File: config.mk
export PLATFORM = sky130hd
export DESIGN_NAME = sync_debounce
export DESIGN_NICKNAME = d
export VERILOG_FILES = /design/src/rtl/sync_debounce_pkg.sv /design/src/rtl/sync_debounce_sync_chain.sv /design/src/rtl/sync_debounce.sv
export SDC_FILE = /design/constraint.sdc
export NUM_CORES = 1
export LEC_CHECK = 0
export CAP_MARGIN = 0
export CORE_AREA = 2 2 39 41
export DETAILED_ROUTE_END_ITERATION = 10
export DIE_AREA = 0 0 41 43
export GPL_TIMING_DRIVEN = 0
export PLACE_DENSITY_LB_ADDON = 0.3
export REMOVE_ABC_BUFFERS = 1
export SYNTH_ARGS = -nofsm -noshare
export SYNTH_HDL_FRONTEND = slang
export SYNTH_SLANG_ARGS = --single-unit
File: constraint.sdc
create_clock -name clk -period 2.98 [get_ports clk]
set_clock_uncertainty 0.2 [all_clocks]
set_input_delay 0.298 -clock clk [delete_from_list [all_inputs] [get_ports clk]]
set_output_delay 0.298 -clock clk [all_outputs]
set_load 0.005 [all_outputs]
File: src/rtl/sync_debounce_pkg.sv
// sync_debounce_pkg: shared state encoding and width helper for the debouncer
package sync_debounce_pkg;
  typedef enum logic {ST_STABLE = 1'b0, ST_CHECK = 1'b1} state_e;
  function automatic int clog2(input int v);
    int r;
    r = 0;
    while ((1 << r) < v) r++;
    return r;
  endfunction
endpackage

File: src/rtl/sync_debounce_sync_chain.sv
// sync_chain: multi-flop synchroniser for an asynchronous single-bit input
module sync_chain #(
  parameter int   DEPTH   = 2,
  parameter logic RST_VAL = 1'b0
) (
  input  logic clk,
  input  logic rst,
  input  logic d_i,
  output logic q_o
);
  logic [DEPTH-1:0] sr_q;
  always_ff @(posedge clk) sr_q <= !rst ? {DEPTH{RST_VAL}} : {sr_q[DEPTH-2:0], d_i};
  assign q_o = sr_q[DEPTH-1];
endmodule

File: src/rtl/sync_debounce.sv
// sync_debounce: synchronise a raw input and accept a new level only after
// STABLE_CYCLES consecutive enabled samples, with rise/fall pulses
module sync_debounce
  import sync_debounce_pkg::*;
#(
  parameter int   SYNC_STAGES   = 2,
  parameter int   STABLE_CYCLES = 16,
  parameter logic INIT_LEVEL    = 1'b0,
  localparam int  CNT_W         = clog2(STABLE_CYCLES) + 1
) (
  input  logic clk,
  input  logic rst,
  input  logic din,
  input  logic sample_en,
  output logic dout,
  output logic rise,
  output logic fall,
  output logic busy
);
  localparam logic [CNT_W-1:0] LAST = CNT_W'(STABLE_CYCLES - 1);
  logic sync_out;
  state_e state_q, state_d;
  logic [CNT_W-1:0] cnt_q, cnt_d;
  logic dout_q, dout_d, rise_q, rise_d, fall_q, fall_d;
  sync_chain #(.DEPTH(SYNC_STAGES), .RST_VAL(INIT_LEVEL)) u_sync (
    .clk(clk),
    .rst(rst),
    .d_i(din),
    .q_o(sync_out)
  );
  // A mismatch first moves to CHECK; counting starts on the following samples
  always_comb begin
    state_d = state_q;
    cnt_d   = cnt_q;
    dout_d  = dout_q;
    rise_d  = 1'b0;
    fall_d  = 1'b0;
    if (sync_out == dout_q) begin
      state_d = ST_STABLE;
      cnt_d   = '0;
    end else if (state_q == ST_STABLE) begin
      state_d = ST_CHECK;
    end else if (sample_en) begin
      if (cnt_q == LAST) begin
        dout_d  = sync_out;
        rise_d  = sync_out;
        fall_d  = !sync_out;
        cnt_d   = '0;
        state_d = ST_STABLE;
      end else begin
        cnt_d = cnt_q + CNT_W'(1);
      end
    end
  end
  always_ff @(posedge clk) begin
    if (!rst) begin
      state_q <= ST_STABLE;
      cnt_q   <= '0;
      dout_q  <= INIT_LEVEL;
      rise_q  <= 1'b0;
      fall_q  <= 1'b0;
    end else begin
      state_q <= state_d;
      cnt_q   <= cnt_d;
      dout_q  <= dout_d;
      rise_q  <= rise_d;
      fall_q  <= fall_d;
    end
  end
  assign dout = dout_q;
  assign rise = rise_q;
  assign fall = fall_q;
  assign busy = state_q == ST_CHECK;
endmodule
* After elaboration in Yosys (flattened, before gate mapping)
Cells that the tools add are included.
Widths: inputs -> output; s select.
** Storage, ports and cells
- Bits in registers :: 11
- Latch bits :: 0
- RAM bits :: 0
- ROM bits :: 0
- Output and inout bits :: 4
- Memories :: 0
** Cells by class
- Add/subtract/negate cells :: 1
- Multiply operators :: 0
- Div/mod/pow operators :: 0
- $lt $le $gt $ge :: 0
- Eq/ne operators :: 2
- Shifts and indexed selects :: 0
- Muxes and demuxes :: 4
- Bitwise logic cells :: 5
- Reductions and logical operators :: 5
** Operators with widths (count)
- $add 5x1->5 const B :: 1
- $eq 5x4->1 const B :: 1
- $mux 5 :: 1
- $not 1->1 :: 5
- $reduce_or 5->1 :: 1
- $reduce_and 4->1 :: 1
- $mux 1 :: 3
- $reduce_and 2->1 :: 1
- $reduce_or 2->1 :: 1
- $eq 1x1->1 :: 1
- $logic_not 1->1 :: 1

* Depth between registers and ports, before layout
- Depth after elaboration :: 4
- Mapped depth :: 4

* Modules after synthesis
A second synthesis with hierarchy kept.
** Unflattened totals
- Cell total of the unflattened synthesis :: 44
- Area total of the unflattened synthesis :: 422.9 um^2
** By module, submodules not included
- sync_debounce :: instances 1, cells each 40, area each 370.4 um^2, seq. area each 180.2 um^2
- sync_chain :: instances 1, cells each 4, area each 52.6 um^2, seq. area each 40.0 um^2

* Least setup slack after synthesis
Ideal clock, no wire load.
- Path type :: flip-flop to flip-flop
- Start point :: register cnt_q[0]
- End point :: register rise_q (netlist: rise)
- Setup time :: 61 ps
- Data arrival time :: 1088 ps
- Required time :: 2719 ps
- Path slack :: 1631 ps
- Stages on the path, launching flop included :: 5
- Path buffers :: 0
- Period minus slack after synthesis :: 1349 ps
- Cells stage by stage :: dfxtp_1 -> ha_1 -> nand3_2 -> nor3_4 -> and4_1
** Between the ends
- Cells in the longest elaborated chain, start to end :: 3
** Ends and longest elaborated chain
- start, declared :: RTL line sync_debounce.sv:23 : logic [CNT_W-1:0] cnt_q, cnt_d;
- start signal, assigned :: RTL line sync_debounce.sv:64 : cnt_q <= cnt_d;
- $eq 5x4->1 :: RTL line sync_debounce.sv:44 : if (cnt_q == LAST) begin
- $not 1->1 (no source line)
- $reduce_or 5->1 (no source line)
- end signal, assigned :: RTL line sync_debounce.sv:66 : rise_q <= rise_d;
- end, declared :: RTL line sync_debounce.sv:24 : logic dout_q, dout_d, rise_q, rise_d, fall_q, fall_d;
Every way passes these cells.
A chain may end at the register's enable or synchronous reset.

* Final worst setup path
- Start point :: register state_q (netlist: busy)
- End point :: output port busy
** RTL lines
- start, declared :: RTL line sync_debounce.sv:22 : state_e state_q, state_d;
- start signal, assigned :: RTL line sync_debounce.sv:63 : state_q <= state_d;
- end, declared :: RTL line sync_debounce.sv:18 : output logic busy
No word-level cell between the ends.

==> flow_summary.ini <==
[power]
total_leakage_power_nw = 0.187
vdd_ir_drop_max_uv = 293
power.density_cell_area_mw_per_mm2 = 479

[worst_hold_path]
hp-start = u_sync.sr_q[0]
min_to = u_sync.sr_q[1]
hold_critical_path_depth = 1
min_path_type = flip-flop to flip-flop

[clocking]
clock_insertion_delay_worst_skew_ns = 0.26
clockBufferDepth = 2
cts_buffers = 3
clock-root-buffer = clkbuf_4
post_cts_hold_fix_bufs = 0
postCtsResizedCells = 0
cts_tree = done
cts_num_sinks = 11
postCtsSetupRepairBufs = 0
cts_htree_levels = 1
worst_setup_hold_path_clk_slew_ns = 0.06

[placed_design]
place.detailed.hpwl_um = 466
dp.cells = 61
place_congestion = 0.615
place.port_buffers = 7

[floorplan]
floorplan.die_area_mm2 = 0.00176
num_rows = 14
fp.dieW_um = 41
fp.coreArea_mm2 = 0.00138
design.portCount = 8
floorplan.initialDensity = 0.297
height_of_the_chip_um = 43

[cells_and_area]
most-common-layout-cells = 11 x dfxtp_1, 7 x clkdlybuf4s50_1, 4 x nand2_1
fin_nets = 55
antennaDiodeCount = 0
fillCellCount = 138
final_common_cell = dfxtp_1
final-instance-count-excl-fill = 65
final_layout_size_suffix_gt1_frac = 0.143
area_growth_syn_to_layout_pct = 28.4

[setup_path]
path_buf_inv = 1
timing.critical_path.cells = clkdlybuf4s50_1
worst_setup_path_start_kind = flip-flop
timing.setup.critical_path_class = flip-flop to output port
crit_path_max_fanout = 3
rrSetupSlack_ns = 1.50
crit_path_end_kind = output port
worst_r2r_endpoint = dout
critPathSlowestCell = clkdlybuf4s50_1
timing.critical_path.arrival_ns = 1.15
crit_family = buffers and inverters
worst_r2r_path_depth = 4
worst_path_largest_cell_delay_ns = 0.52
worst_r2r_startpoint = cnt_q[0]
crit_required_ns = 2.48

[synthesis]
syn_inst = 38
ys_types = 17
postSynthRegisterBits = 11
synth.yosys.warnings = 0
synth.yosys.seq_area_share = 0.537
syn_area_um2 = 410
post_synth.cell_area_avg_um2 = 10.8

[sta]
grt_setup_unrepaired = no
period_minus_slack_ns = 1.65
rel_slew_slack = 0.794
setup_viol = 0
max_clock_freq_ghz = 0.606
hold_violations = 0
finalCritPeriodShare = 0.553
pins_over_slew_limit = 0
setup-tns-final_ns = 0
worst_slew_pin_slew_ns = 0.308

[global_route]
grt_antenna_before_repair = 0
globalRoute.totalOverflow = 0
grt_first_pass_wirelength_mm = 1.01
largest_net_degree_at_the_start_of_global_routing = 8
groute.usage.overall = 0.0923
first_global_vias = 261

[run]
drv.max_cap_violation_count = 0

[drt]
routed_wire_length_per_instance_um = 8.78
detail_route.drc_violations = 0
drt-pass1-iter-count = 1
dr_wl_met3_um = 15
count_of_vias_placed_by_the_detailed_router = 305
viasPerCell = 4.69
routed_wirelength_um = 571
antenna_left = 0
highest-signal-layer = met4
initialDrtViolationCount = 0
detailroute.wirelength.met2_um = 305
met1_length_um = 240

[status]
run_status = completed
state kept, by name (all words and copies together), names as in the netlist:
name	count
busy	1
cnt_q	5
dout	1
fall	1
rise	1
u_sync.sr_q	2
metal layers:
layer,global-route usage,up-vias
met2,0.125,4
met4,0.100,0
met1,0.0897,144
met3,0.0471,2
li1,-,155
met5,0,-
cells in the mapped netlist, drive strengths merged:
cell type	count	share of area
dfxtp	11	0.54
xor2	3	0.064
mux2i	2	0.049
ha	1	0.030
nand2	5	0.052
and2	2	0.030
nor3	3	0.064
nor3b	1	0.018
o21ai	2	0.024
and4	1	0.021
nand3	2	0.037
nor2	3	0.027
or3	1	0.015
a211oi	1	0.030
worst max path at each step:
| stage | from | endpoint | slack [ns] | depth (start not counted) |
|---|---|---|---|---|
| floorplan | cnt_q[0] | rise | 1.63 | 4 |
| global placement | sample_en | rise | 1.18 | 4 |
| detailed placement | sample_en | fall | 1.18 | 4 |
| CTS | busy | busy | 1.31 | 1 |
| global route | busy | busy | 1.27 | 1 |
| finish | busy | busy | 1.33 | 1 |
layout make-up:
class | instances | area [µm²] | area share
tap | 16 | 20.0 | 0.0380
sequential | 11 | 220 | 0.418
timing repair buffer | 7 | 70.1 | 0.133
clock buffer | 4 | 26.3 | 0.0499
multi-input combinational | 27 | 190 | 0.361
metrics by stage:
step	worst slack [ns]	util	total power [mW]	area (µm²)	hold WS (ns)
after CTS	1.31	0.381	0.258	527	0.236
after global placement	1.18	0.362	0.162	500	0.219
after detailed placement	1.18	0.362	0.162	500	0.228
after global routing	1.27	0.381	0.267	527	0.245
final	1.33	0.381	0.252	527	0.229
after floorplan	1.63	-	0.155	410	0.212
power by group:
part           switching (mW)  total (mW)  internal, mW
registers             0.00109       0.150         0.149
logic                 0.00325     0.00862       0.00538
clock network          0.0425      0.0941        0.0515
total                  0.0469       0.252         0.206
cells by family after synthesis:
logic type,after synthesis,share of synthesized area
xor gates and xnor gates,3,0.0640
adders and majority gates,1,0.0305
and+or+nand+nor,18,0.265
AOI/OAI and AO/OA,3,0.0549
muxes,2,0.0488
DFF,11,0.537
Power figures use the tool's default switching activity.
